===== config.mk =====
export PLATFORM = sky130hd
export DESIGN_NAME = cpu_control_fsm_flat
export DESIGN_NICKNAME = d
export VERILOG_FILES = /design/src/rtl/cpu_control_fsm_if.sv /design/src/rtl/cpu_control_fsm.sv /design/src/flat_wrapper.sv
export SDC_FILE = /design/constraint.sdc
export NUM_CORES = 1
export LEC_CHECK = 0
export CORE_MARGIN = 5
export CORE_UTILIZATION = 53
export CTS_BUF_LIST = sky130_fd_sc_hd__clkbuf_8
export DETAILED_ROUTE_END_ITERATION = 10
export PLACE_DENSITY = 0.83
export SETUP_SLACK_MARGIN = 0.02
export SLEW_MARGIN = 20
export SYNTH_ARGS = -nofsm -noshare
export SYNTH_HDL_FRONTEND = slang
export SYNTH_SLANG_ARGS = --single-unit
export TNS_END_PERCENT = 5

===== constraint.sdc =====
create_clock -name clk -period 3.6 [get_ports clk]
set_clock_uncertainty 0.05 [all_clocks]
set_input_delay 0.72 -clock clk [delete_from_list [all_inputs] [get_ports clk]]
set_output_delay 0.72 -clock clk [all_outputs]
set_load 0.005 [all_outputs]

===== src/rtl/cpu_control_fsm_if.sv =====
// Control bundle between the multi-cycle sequencer and the datapath/memories.
// master = sequencer side, slave = datapath/imem/dmem side.
interface cpu_control_fsm_if #(
  parameter int WIDTH_OPCODE    = 5,
  parameter int IMMEDIATE_WIDTH = 16,
  parameter int PC_WIDTH        = 16
);
  logic                       run;
  logic [WIDTH_OPCODE-1:0]    opcode;
  logic [IMMEDIATE_WIDTH-1:0] immediate;
  logic                       alu_zero;
  logic                       imem_ack;
  logic                       dmem_ack;
  logic [PC_WIDTH-1:0]        pc;
  logic                       imem_req;
  logic                       ir_load;
  logic [2:0]                 alu_op;
  logic                       ra_sel;
  logic                       rb_sel;
  logic                       alu_b_imm;
  logic [1:0]                 wb_sel;
  logic                       rf_we;
  logic                       flags_we;
  logic                       dmem_req;
  logic                       dmem_we;
  logic                       mdr_load;
  logic                       instr_retired;
  logic                       halted;

  modport master (
    input  run, opcode, immediate, alu_zero, imem_ack, dmem_ack,
    output pc, imem_req, ir_load, alu_op, ra_sel, rb_sel, alu_b_imm, wb_sel,
           rf_we, flags_we, dmem_req, dmem_we, mdr_load, instr_retired, halted
  );

  modport slave (
    output run, opcode, immediate, alu_zero, imem_ack, dmem_ack,
    input  pc, imem_req, ir_load, alu_op, ra_sel, rb_sel, alu_b_imm, wb_sel,
           rf_we, flags_we, dmem_req, dmem_we, mdr_load, instr_retired, halted
  );
endinterface


===== src/rtl/cpu_control_fsm.sv =====
// Multi-cycle FETCH/DECODE/EXEC/MEM/WB sequencer: owns PC and halt, drives datapath strobes.
// State-derived strobes are registered; handshake-qualified ones (imem_req, ir_load, mdr_load, retire) are combinational.
module cpu_control_fsm #(
  parameter int                   WIDTH_OPCODE    = 5,
  parameter int                   IMMEDIATE_WIDTH = 16,
  parameter int                   PC_WIDTH        = 16,
  parameter logic [PC_WIDTH-1:0]  RESET_PC        = '0
) (
  input  logic              clk,
  input  logic              reset,
  cpu_control_fsm_if.master bus
);

  typedef enum logic [2:0] {
    S_FETCH, S_DECODE, S_EXEC, S_MEM, S_WB, S_HALT
  } state_t;

  typedef struct packed {
    logic [2:0] alu_op;
    logic       ra_sel;
    logic       rb_sel;
    logic       alu_b_imm;
    logic [1:0] wb_sel;
  } ctrl_t;

  localparam logic [WIDTH_OPCODE-1:0] OP_NOP  = WIDTH_OPCODE'(0);
  localparam logic [WIDTH_OPCODE-1:0] OP_LR   = WIDTH_OPCODE'(1);
  localparam logic [WIDTH_OPCODE-1:0] OP_LI   = WIDTH_OPCODE'(2);
  localparam logic [WIDTH_OPCODE-1:0] OP_SR   = WIDTH_OPCODE'(3);
  localparam logic [WIDTH_OPCODE-1:0] OP_MOVE = WIDTH_OPCODE'(4);
  localparam logic [WIDTH_OPCODE-1:0] OP_ADD  = WIDTH_OPCODE'(5);
  localparam logic [WIDTH_OPCODE-1:0] OP_ADDI = WIDTH_OPCODE'(6);
  localparam logic [WIDTH_OPCODE-1:0] OP_SUB  = WIDTH_OPCODE'(7);
  localparam logic [WIDTH_OPCODE-1:0] OP_CMP  = WIDTH_OPCODE'(8);
  localparam logic [WIDTH_OPCODE-1:0] OP_AND  = WIDTH_OPCODE'(9);
  localparam logic [WIDTH_OPCODE-1:0] OP_OR   = WIDTH_OPCODE'(10);
  localparam logic [WIDTH_OPCODE-1:0] OP_NOT  = WIDTH_OPCODE'(11);
  localparam logic [WIDTH_OPCODE-1:0] OP_SHL  = WIDTH_OPCODE'(12);
  localparam logic [WIDTH_OPCODE-1:0] OP_SHR  = WIDTH_OPCODE'(13);
  localparam logic [WIDTH_OPCODE-1:0] OP_BNE  = WIDTH_OPCODE'(14);
  localparam logic [WIDTH_OPCODE-1:0] OP_BE   = WIDTH_OPCODE'(15);

  localparam logic [2:0] ALU_ADD  = 3'd0;
  localparam logic [2:0] ALU_SUB  = 3'd1;
  localparam logic [2:0] ALU_AND  = 3'd2;
  localparam logic [2:0] ALU_OR   = 3'd3;
  localparam logic [2:0] ALU_NOT  = 3'd4;
  localparam logic [2:0] ALU_SHL  = 3'd5;
  localparam logic [2:0] ALU_SHR  = 3'd6;
  localparam logic [2:0] ALU_PASS = 3'd7;

  localparam logic [1:0] WB_ALU = 2'd0;
  localparam logic [1:0] WB_MDR = 2'd1;
  localparam logic [1:0] WB_IMM = 2'd2;

  state_t              state;
  logic [PC_WIDTH-1:0] pc_q;
  ctrl_t               ctrl_q;
  logic                dmem_req_q;
  logic                dmem_we_q;
  logic                rf_we_q;
  logic                flags_we_q;
  logic                halted_q;

  // EXEC controls and EXEC successor for the opcode currently in IR
  ctrl_t  dec_c;
  state_t dec_next;

  always_comb begin
    dec_c    = '0;
    dec_next = S_WB;
    case (bus.opcode)
      OP_LR, OP_SR: begin
        dec_c.alu_op    = ALU_ADD;
        dec_c.alu_b_imm = 1'b1;
        dec_next        = S_MEM;
      end
      OP_LI:   dec_c.wb_sel = WB_IMM;
      OP_MOVE: dec_c.alu_op = ALU_PASS;
      OP_NOT:  dec_c.alu_op = ALU_NOT;
      OP_ADD:  dec_c.alu_op = ALU_ADD;
      OP_SUB:  dec_c.alu_op = ALU_SUB;
      OP_AND:  dec_c.alu_op = ALU_AND;
      OP_OR:   dec_c.alu_op = ALU_OR;
      OP_ADDI: begin
        dec_c.alu_op    = ALU_ADD;
        dec_c.ra_sel    = 1'b1;
        dec_c.alu_b_imm = 1'b1;
      end
      OP_SHL: begin
        dec_c.alu_op    = ALU_SHL;
        dec_c.alu_b_imm = 1'b1;
      end
      OP_SHR: begin
        dec_c.alu_op    = ALU_SHR;
        dec_c.alu_b_imm = 1'b1;
      end
      OP_CMP, OP_BNE, OP_BE: begin
        dec_c.alu_op = ALU_SUB;
        dec_c.ra_sel = 1'b1;
        dec_c.rb_sel = 1'b1;
        dec_next     = S_FETCH;
      end
      default: ;
    endcase
  end

  logic is_nop, is_illegal, is_cmp, is_sr, is_lr, br_taken;
  logic [PC_WIDTH-1:0] pc_inc, br_tgt;

  assign is_nop     = (bus.opcode == OP_NOP);
  assign is_illegal = (bus.opcode > OP_BE);
  assign is_cmp     = (bus.opcode == OP_CMP);
  assign is_sr      = (bus.opcode == OP_SR);
  assign is_lr      = (bus.opcode == OP_LR);
  assign br_taken   = ((bus.opcode == OP_BNE) && !bus.alu_zero) ||
                      ((bus.opcode == OP_BE)  &&  bus.alu_zero);
  assign pc_inc     = pc_q + PC_WIDTH'(1);
  // signed cast sign-extends the offset; the add wraps modulo 2^PC_WIDTH
  assign br_tgt     = pc_inc + PC_WIDTH'($signed(bus.immediate));

  always_ff @(posedge clk) begin
    if (reset) begin
      state      <= S_FETCH;
      pc_q       <= RESET_PC;
      ctrl_q     <= '0;
      dmem_req_q <= 1'b0;
      dmem_we_q  <= 1'b0;
      rf_we_q    <= 1'b0;
      flags_we_q <= 1'b0;
      halted_q   <= 1'b0;
    end else begin
      rf_we_q    <= 1'b0;
      flags_we_q <= 1'b0;
      case (state)
        S_FETCH: if (bus.imem_req && bus.imem_ack) state <= S_DECODE;
        S_DECODE: begin
          if (is_nop) begin
            pc_q  <= pc_inc;
            state <= S_FETCH;
          end else if (is_illegal) begin
            halted_q <= 1'b1;
            state    <= S_HALT;
          end else begin
            ctrl_q     <= dec_c;
            flags_we_q <= is_cmp;
            state      <= S_EXEC;
          end
        end
        S_EXEC: begin
          case (dec_next)
            S_MEM: begin
              dmem_req_q <= 1'b1;
              dmem_we_q  <= is_sr;
              if (is_sr) ctrl_q.rb_sel <= 1'b1;
              state      <= S_MEM;
            end
            S_FETCH: begin
              pc_q   <= br_taken ? br_tgt : pc_inc;
              ctrl_q <= '0;
              state  <= S_FETCH;
            end
            default: begin
              rf_we_q <= 1'b1;
              state   <= S_WB;
            end
          endcase
        end
        S_MEM: begin
          if (bus.dmem_ack) begin
            dmem_req_q <= 1'b0;
            dmem_we_q  <= 1'b0;
            if (is_sr) begin
              pc_q   <= pc_inc;
              ctrl_q <= '0;
              state  <= S_FETCH;
            end else begin
              ctrl_q.wb_sel <= WB_MDR;
              rf_we_q       <= 1'b1;
              state         <= S_WB;
            end
          end
        end
        S_WB: begin
          pc_q   <= pc_inc;
          ctrl_q <= '0;
          state  <= S_FETCH;
        end
        S_HALT: state <= S_HALT;
        default: state <= S_FETCH;
      endcase
    end
  end

  assign bus.pc            = pc_q;
  assign bus.imem_req      = (state == S_FETCH) && bus.run;
  assign bus.ir_load       = bus.imem_req && bus.imem_ack;
  assign bus.alu_op        = ctrl_q.alu_op;
  assign bus.ra_sel        = ctrl_q.ra_sel;
  assign bus.rb_sel        = ctrl_q.rb_sel;
  assign bus.alu_b_imm     = ctrl_q.alu_b_imm;
  assign bus.wb_sel        = ctrl_q.wb_sel;
  assign bus.rf_we         = rf_we_q;
  assign bus.flags_we      = flags_we_q;
  assign bus.dmem_req      = dmem_req_q;
  assign bus.dmem_we       = dmem_we_q;
  assign bus.mdr_load      = (state == S_MEM) && is_lr && bus.dmem_ack;
  assign bus.halted        = halted_q;
  assign bus.instr_retired = ((state == S_DECODE) && is_nop) ||
                             ((state == S_EXEC) && (dec_next == S_FETCH)) ||
                             ((state == S_MEM) && is_sr && bus.dmem_ack) ||
                             (state == S_WB);

endmodule


===== src/flat_wrapper.sv =====
// flat-port wrapper written by rule: the top's interface ports become plain ports
module cpu_control_fsm_flat 
#(
  parameter int                   WIDTH_OPCODE    = 5,
  parameter int                   IMMEDIATE_WIDTH = 16,
  parameter int                   PC_WIDTH        = 16,
  parameter logic [PC_WIDTH-1:0]  RESET_PC        = '0
)
  (clk, reset, bus_run, bus_opcode, bus_immediate, bus_alu_zero, bus_imem_ack, bus_dmem_ack, bus_pc, bus_imem_req, bus_ir_load, bus_alu_op, bus_ra_sel, bus_rb_sel, bus_alu_b_imm, bus_wb_sel, bus_rf_we, bus_flags_we, bus_dmem_req, bus_dmem_we, bus_mdr_load, bus_instr_retired, bus_halted);
  cpu_control_fsm_if #(.WIDTH_OPCODE(WIDTH_OPCODE), .IMMEDIATE_WIDTH(IMMEDIATE_WIDTH), .PC_WIDTH(PC_WIDTH)) bus_i ();
  input  logic clk;
  input  logic reset;
  input wire logic [$bits(bus_i.run)-1:0] bus_run;
  input wire logic [$bits(bus_i.opcode)-1:0] bus_opcode;
  input wire logic [$bits(bus_i.immediate)-1:0] bus_immediate;
  input wire logic [$bits(bus_i.alu_zero)-1:0] bus_alu_zero;
  input wire logic [$bits(bus_i.imem_ack)-1:0] bus_imem_ack;
  input wire logic [$bits(bus_i.dmem_ack)-1:0] bus_dmem_ack;
  output wire logic [$bits(bus_i.pc)-1:0] bus_pc;
  output wire logic [$bits(bus_i.imem_req)-1:0] bus_imem_req;
  output wire logic [$bits(bus_i.ir_load)-1:0] bus_ir_load;
  output wire logic [$bits(bus_i.alu_op)-1:0] bus_alu_op;
  output wire logic [$bits(bus_i.ra_sel)-1:0] bus_ra_sel;
  output wire logic [$bits(bus_i.rb_sel)-1:0] bus_rb_sel;
  output wire logic [$bits(bus_i.alu_b_imm)-1:0] bus_alu_b_imm;
  output wire logic [$bits(bus_i.wb_sel)-1:0] bus_wb_sel;
  output wire logic [$bits(bus_i.rf_we)-1:0] bus_rf_we;
  output wire logic [$bits(bus_i.flags_we)-1:0] bus_flags_we;
  output wire logic [$bits(bus_i.dmem_req)-1:0] bus_dmem_req;
  output wire logic [$bits(bus_i.dmem_we)-1:0] bus_dmem_we;
  output wire logic [$bits(bus_i.mdr_load)-1:0] bus_mdr_load;
  output wire logic [$bits(bus_i.instr_retired)-1:0] bus_instr_retired;
  output wire logic [$bits(bus_i.halted)-1:0] bus_halted;
  assign bus_i.run = bus_run;
  assign bus_i.opcode = bus_opcode;
  assign bus_i.immediate = bus_immediate;
  assign bus_i.alu_zero = bus_alu_zero;
  assign bus_i.imem_ack = bus_imem_ack;
  assign bus_i.dmem_ack = bus_dmem_ack;
  assign bus_pc = bus_i.pc;
  assign bus_imem_req = bus_i.imem_req;
  assign bus_ir_load = bus_i.ir_load;
  assign bus_alu_op = bus_i.alu_op;
  assign bus_ra_sel = bus_i.ra_sel;
  assign bus_rb_sel = bus_i.rb_sel;
  assign bus_alu_b_imm = bus_i.alu_b_imm;
  assign bus_wb_sel = bus_i.wb_sel;
  assign bus_rf_we = bus_i.rf_we;
  assign bus_flags_we = bus_i.flags_we;
  assign bus_dmem_req = bus_i.dmem_req;
  assign bus_dmem_we = bus_i.dmem_we;
  assign bus_mdr_load = bus_i.mdr_load;
  assign bus_instr_retired = bus_i.instr_retired;
  assign bus_halted = bus_i.halted;
  cpu_control_fsm #(.WIDTH_OPCODE(WIDTH_OPCODE), .IMMEDIATE_WIDTH(IMMEDIATE_WIDTH), .PC_WIDTH(PC_WIDTH), .RESET_PC(RESET_PC)) u_core (.clk(clk), .reset(reset), .bus(bus_i));
endmodule

* Word-level counts from Yosys, hierarchy flattened
Cells that the tools add are included.
** Storage, ports and cells
- Output and inout bits :: 33
- Bits of input ports :: 27
- Word-level logic and storage cells :: 119
- Bits in registers :: 32
** Operators by class
- Eq/ne operators :: 30
- Add/subtract/negate cells :: 2
- Reduce and logical (&&, ||, !) cells :: 34
- Order comparisons :: 1
- Bitwise operators :: 2
- Muxes and demuxes :: 38
** Operator list (count)
- $mux 16 :: 5
- $pmux 16 s4 :: 1
- $eq 5x4->1 const B :: 8
- $pmux 8 s4 :: 1
- $mux 8 :: 3
- $pmux 3 s7 :: 1
- $mux 3 :: 6
- $add 16x1->16 const B :: 1
- $add 16x16->16 :: 1
- $eq 5x3->1 const B :: 3
- $pmux 3 s5 :: 1
- $ne 2x2->1 const B :: 6
- $pmux 3 s2 :: 2
- $reduce_or 4->1 :: 3
- $mux 1 :: 11
- $eq 5x2->1 const B :: 2
- $logic_and 1x1->1 :: 10
- $reduce_and 5->1 :: 2
- $eq 3x2->1 const B :: 3
- $pmux 1 s2 :: 4
- $reduce_and 7->1 :: 1
- $eq 3x3->1 const B :: 2
- $logic_not 3->1 :: 2
- $mux 6 :: 1
- other kinds (20) :: 27

* Logic depth before layout (Yosys ltp)
Gate-level depths: netlist of the first run.
- Depth in word-level cells :: 8
- Gate-level depth with buffers :: 12
- Mapped depth without buffers :: 12

* Least setup slack after synthesis of the first run
No wires, ideal clock.
- Path kind :: input port to output port
- Start point :: in bus_opcode[3]
- End point :: out bus_instr_retired
- Setup slack :: 0.847 ns
- Arrival time :: 1.983 ns
- Buffers on the path :: 2
- Data required time :: 2.830 ns
- Stages on the path :: 6
- Cells stage by stage :: buf_2 -> or3_4 -> a2111oi_2 -> nor3_1 -> clkinv_4 -> buf_2
** Between the ends
- Cells in the longest elaborated chain, start to end :: 8
- Elaborated cells between the ends (all ways) :: 17
- Those cells by class :: eq/ne (5); mux (1); reduce/logical (11)
** RTL lines
- from (decl) :: RTL line flat_wrapper.sv:14 : input wire logic [$bits(bus_i.opcode)-1:0] bus_opcode;
- $eq 5x4->1, or another cell as far along :: RTL line cpu_control_fsm.sv:72 : case (bus.opcode)
- $reduce_or 3->1 / $reduce_or 2->1 (equally long branches)
- $pmux 3 s2 :: RTL line cpu_control_fsm.sv:72
- $logic_not 3->1 :: RTL line cpu_control_fsm.sv:210 : ((state == S_EXEC) && (dec_next == S_FETCH)) ||
- $logic_and 1x1->1 :: RTL line cpu_control_fsm.sv:210
- $logic_or 1x1->1 :: RTL line cpu_control_fsm.sv:209 : assign bus.instr_retired = ((state == S_DECODE) && is_nop) ||
- $logic_or 1x1->1 (*) :: RTL line cpu_control_fsm.sv:210
- $logic_or 1x1->1 (*) :: RTL line cpu_control_fsm.sv:211 : ((state == S_MEM) && is_sr && bus.dmem_ack) ||
- to (decl) :: RTL line flat_wrapper.sv:32 : output wire logic [$bits(bus_i.instr_retired)-1:0] bus_instr_retired;
Mark *: on every way between the ends. The rest lies on a longest branch, timed or not.

* Worst setup path after layout of the first run
- Start point :: in bus_opcode[4]
- End point :: out bus_instr_retired
The elaborated chain is that of the path after synthesis.

==> metrics.txt, run 1 <==
Clk network pwr share 34.8%; cts hold-fix bufs 0; f_max ~0.29 GHz; PortBufs 59; Filler Cells Inserted 446; Die ar. 6750 µm²; crit path cell chain clkdlybuf4s50_1 > or3_4 > a2111oi_2 > nor3_1 > clkinv_4 > clkdlybuf4s50_1; layout cell share with drive strength beyond 1 between 7 and 8%; drt drc 0; Initial Util 54.4%; NetSw between 200 and 300 µW; CP startpoint kind primary input; num rows 26; largest net degree at the start of global routing 21; Clock transition at path regs 0.07 ns; maxcap violations 0; routed length on met1 between 3000 and 4000 µm; non-filler cells, final 492; crit share post-route ~97%; Hold Path Class reg2reg; Overflow after GRT 0; area fraction of the dominant cell type after synthesis 23.2%; Root Buffer clkbuf_8; Setup CP Type in2out; first-pass GRT wire length between 10000 and 15000 µm; ANT cells 0; Placed Instances 484; synthesized area 2760 µm²; CP max-delay cell clkdlybuf4s50_1; max layer used met4; area leader, netlist dfxtp_1; Crit. End Element output port; switching share of power between 30% and 40%; Post-synth EDFFs 0; Antenna Nets Post-Route 0; Fin. Hold Viols 0; Layout area overhead 29.0%; later-pin clock latency in the skew report 0.30 ns; synth unique cells 60; Logic pwr share a little over a fifth; Syn Nets 405; initial antenna violation count 0; Synth async-reset ratio 0%; setup TNS 0 ns; Final Wtd Congestion around 0.92; Syn Area/Cell about 7.7 µm²; Total GRT Usage approximately a quarter; Sequential Power Share a little over two fifths; DRT Pass-1 Iters 5; core area ~5100 µm²; synth warn 0; standby leakage power 0.00130 µW; Avg WL per Cell approximately 16 µm; CTS buffer count 5; I/O pins 60; cell-internal power just under 600 µW; vias in the first global route 2722; Critical Path Fanout Max 5; clk buf depth 2; vias slightly below 3000; wire length on met3 approximately 470 µm; drt via density approximately 5.9; RSZ-0062 raised after global routing no; Max Slew Vio Count 0; Post-Syn Instances 357; CTS tree yes; Req. time, crit path between 2 and 3 ns; Pwr per Cell Area 238 nW/µm²; Most common cell on crit path clkdlybuf4s50_1; Least-Margin Pin Slew about 0.74 ns; Worst EP arrival between 2 and 3 ns; post-route minimum period around 3.5 ns; DR WL met2 3680 µm; most frequent cells in the layout clkdlybuf4s50_1, nor2_1, dfxtp_1; commonest non-fill, non-tap cell in the layout clkdlybuf4s50_1; Area contributors post-synth dfxtp_1, ha_1, nor2_1; Initial DRC Count 178; Die Y between 80 and 90 µm; post-synthesis sequential area ratio a little under a quarter; HPWL Detailed just under 6000 µm; top_reg_cell synth dfxtp_1; outcome completed; Final setup viols 0; max incr delay on CP around 0.5 ns; Die Wd ~82 µm; flops & latches, synth 32; Layout Nets 469; final wirelength between 7000 and 8000 µm; Relative slew margins between 50 and 60%; Peak VDD IR about 0.15 mV; CTS H-tree lvls 2; Clock Sinks 32
stage by stage:
| stage | hold slack (ns) | worst slack [ns] | utilization (%) | instance area, µm² | total power, µW |
|---|---|---|---|---|---|
| CTS | 0.449 | 0.0768 | 70.0 | 3550 | 847 |
| global route | 0.491 | 0.0393 | 70.2 | 3560 | 888 |
| detailed placement | 0.430 | 0.0909 | 68.2 | 3460 | 557 |
| global placement | 0.422 | 0.0889 | 68.2 | 3460 | 554 |
| floorplan | 0.411 | 0.847 | - | 2760 | 480 |
| finish | 0.445 | 0.112 | 70.2 | 3560 | 846 |
sequential cells by signal (all words and copies together), names as in the netlist, 2 cells and up:
name               count
u_core.bus.pc         16
u_core.bus.alu_op      3
u_core.state           3
u_core.bus.wb_sel      2
power groups by stage:
| stage | Combinational [µW] | Sequential, µW | Clock (µW) |
|---|---|---|---|
| finish | 182 | 369 | 295 |
| global route | 200 | 371 | 317 |
| CTS | 181 | 369 | 297 |
| detailed placement | 180 | 377 | 0 |
| global placement | 177 | 377 | 0 |
| floorplan | 106 | 373 | 0 |
logic make-up (layout without fill, tap and decap cells):
group	count (synthesis)	after routing	synth area share, %
AND/OR/NAND/NOR	142	142	27.4
flip-flops	32	32	23.2
XOR/XNOR	24	24	7.62
multiplexers	8	8	2.90
AO/OA/AOI/OAI	102	102	24.2
buffers and inverters	28	93	4.90
adder cells (fa/ha/maj)	21	21	9.79
cell type report:
class                      instances  area, µm²  share of cell area [%]
clock buffer                       5       68.8                    1.93
clock inverter                     3       23.8                   0.668
tap                               70       87.6                    2.46
timing repair buffer              74        703                    19.7
multi-input combinational        297       1990                    55.9
sequential                        32        641                    18.0
inverter                          11       46.3                    1.30
metal layers:
metal | track usage (%) | vias up
met5 | 0 | -
met4 | 5.98 | 0
met3 | 4.01 | 8
met2 | 39.1 | 117
met1 | 33.8 | 1348
li1 | - | 1453
path summary, 6_finish.rpt:
path | to | from | slack, ns | cells after the start
worst min-delay path | u_core.bus.halted$_SDFFE_PP0P_ | u_core.bus.halted$_SDFFE_PP0P_ | 0.44 | 2
worst max register to register | u_core.bus.pc[11]$_SDFFE_PP0P_ | u_core.bus.pc[1]$_SDFFE_PP0P_ | 0.42 | 10
worst max-delay path | bus_instr_retired | bus_opcode[4] | 0.11 | 6
worst min register to register | u_core.bus.halted$_SDFFE_PP0P_ | u_core.bus.halted$_SDFFE_PP0P_ | 0.44 | 2
synthesized netlist by cell type, types with 7 or more instances:
library cell and number:
ha_1 20, xnor2_1 16, inv_1 10, buf_2 8, a31oi_1 10, nor2_1 45
o21ai_0 15, a21oi_1 29, mux2i_1 8, nand2_1 20, clkbuf_1 7, xor2_1 8
nor3_1 11, a211oi_1 9, dfxtp_1 32, or3_1 7, nand3_1 15
worst max-delay path: cells and delay by family:
family | cells | cell delay, ns
buffers and inverters | 3 | 1.08
AOI/OAI and AO/OA | 1 | 0.38
and+or+nand+nor | 2 | 0.54
what timing repair did:
action,CTS,global route
hold endpoints to repair,0,0
resized for setup,0,2
endpoints found under the setup margin,0,1
buffers inserted,0,0
Power figures use the tool's default switching activity.
==> inputs of run 2 (changes only) <==
PLACE_DENSITY = default   (was 0.83)
PLACE_DENSITY_LB_ADDON = 0.3   (was default)
==> metrics.txt, run 2 (synthesis gave the netlist of run 1 again) <==
max incr delay on CP 0.52 ns (about the same); I/O pins 60 (unchanged); Die Wd 82.2 µm (unchanged); Pwr per Cell Area 249 nW/µm² (+4.8%); most frequent cells in the layout clkdlybuf4s50_1, nor2_1, dfxtp_1; R2R depth 11 (+1); crit path cell chain clkdlybuf4s50_1 > or3_1 > a2111oi_4 > nor3_2 > clkinv_4 > clkdlybuf4s50_1; core area 5070 µm² (unchanged); layout cell share with drive strength beyond 1 7.82% (unchanged); post-route minimum period 3.50 ns (+0.0155 ns); standby leakage power 0.00132 µW (+1.4%); drt via density 5.95 (about the same); Antenna Nets Post-Route 0 (unchanged); Overflow after GRT 0 (unchanged); PortBufs 59 (unchanged); worst hold slack 0.425 ns (-0.0197 ns); Largest register FFs 16 (unchanged); Total GRT Usage 23.2% (-1.1 points); setup TNS 0 ns (unchanged); Final setup viols 0 (unchanged); Initial DRC Count 152 (-15%); HPWL Detailed 5790 µm (-2.0%); CTS H-tree lvls 2 (unchanged); maxcap violations 0 (unchanged); drt drc 0 (unchanged); Die Y 82.2 µm (unchanged); RSZ-0062 raised after global routing no; Peak VDD IR 0.209 mV (+36%); Req. time, crit path 2.83 ns (about the same); Setup CP Type in2out; CP startpoint kind primary input; Layout area overhead 30.2%; Initial Util 54.4% (unchanged); first-pass GRT wire length 12300 µm (-4.4%); Hold Path Class reg2reg; Fin. Hold Viols 0 (unchanged); Least-Margin Pin Slew 0.856 ns (+0.120 ns); Clock Sinks 32 (unchanged); Crit. End Element output port; cts hold-fix bufs 0 (unchanged); commonest non-fill, non-tap cell in the layout clkdlybuf4s50_1; ANT cells 0 (unchanged); fin area 3590 µm² (+0.91%); Hold Path Depth 2 (unchanged); Final Wtd Congestion 0.977 (+6.1%); CTS buffer count 5 (unchanged); overall power consumption 895 µW (+5.7%); CP max-delay cell clkdlybuf4s50_1; f_max 0.285 GHz (-0.44%); CTS tree yes; largest net degree at the start of global routing 25 (+19%); clk buf depth 2 (unchanged); vias in the first global route 2678 (-1.6%); final wirelength 7590 µm (-2.5%); Root Buffer clkbuf_8; initial antenna violation count 0 (unchanged); later-pin clock latency in the skew report 0.29 ns (about the same); crit share post-route 97.3% (+0.43 points); Critical Path Fanout Max 5 (unchanged); Layout Nets 469 (unchanged); vias 2927 (+0.034%); Relative slew margins 42.5% (-8.1 points); Most common cell on crit path clkdlybuf4s50_1; num rows 26 (unchanged); DRT Pass-1 Iters 5 (unchanged); placed instance area 3460 µm² (unchanged); non-filler cells, final 492 (unchanged); Worst EP arrival 2.73 ns (about the same); Clock transition at path regs 0.06 ns (about the same); Placed Instances 484 (unchanged); Max Slew Vio Count 0 (unchanged); outcome completed; Die ar. 6750 µm² (unchanged); R2R Setup Slk 0.29 ns (-0.13 ns); Avg WL per Cell 15.4 µm (-2.5%)
[run 2: cell type report]
class | count | area (µm²)
multi-input cells | 297 | 2010
fillers | 454 | 1480
repair buffers | 74 | 703
flip-flops and latches | 32 | 641
well taps | 70 | 87.6
clock buffers | 5 | 68.8
inverters | 11 | 46.3
clock inverters | 3 | 38.8
[run 2: power breakdown]
group | internal [µW] | total [µW] | switching [µW]
Clock | 202 | 341 | 138
Combinational | 91.1 | 185 | 93.5
Sequential | 360 | 369 | 9.20
[run 2: final timing paths]
check                                       from                        endpoint
setup / recovery                   bus_opcode[0]               bus_instr_retired
hold / removal    u_core.bus.halted$_SDFFE_PP0P_  u_core.bus.halted$_SDFFE_PP0P_
setup reg to reg   u_core.bus.pc[1]$_SDFFE_PP0P_  u_core.bus.pc[15]$_SDFFE_PP0P_
hold reg to reg   u_core.bus.halted$_SDFFE_PP0P_  u_core.bus.halted$_SDFFE_PP0P_
[run 2: routing by layer]
metal	track usage [%]	part of all wire, %	up-vias
met2	37.2	47	87
met1	31.6	47	1368
li1	-	-	1461
met4	5.98	1.3	0
met5	0	0	-
met3	4.99	4.5	11
[run 2: repair_timing]
item,4_1_cts,5_1_grt
setup buffers,0,0
endpoints found under the setup margin,1,1
resized for setup,1,3
pin swaps,0,0
[run 2: worst max-delay path: cells and delay by family]
kind            cells  cell delay, ns
compound gates      1            0.39
buf+inv             3            1.06
simple gates        2            0.56
[run 2: metrics by stage]
stage	setup slack [ns]	utilization (%)
2_1_floorplan	0.847	-
3_3_place_gp	0.0262	68.2
3_5_place_dp	0.0152	68.2
4_1_cts	0.0373	70.4
5_1_grt	0.0235	70.8
6_report	0.0962	70.8
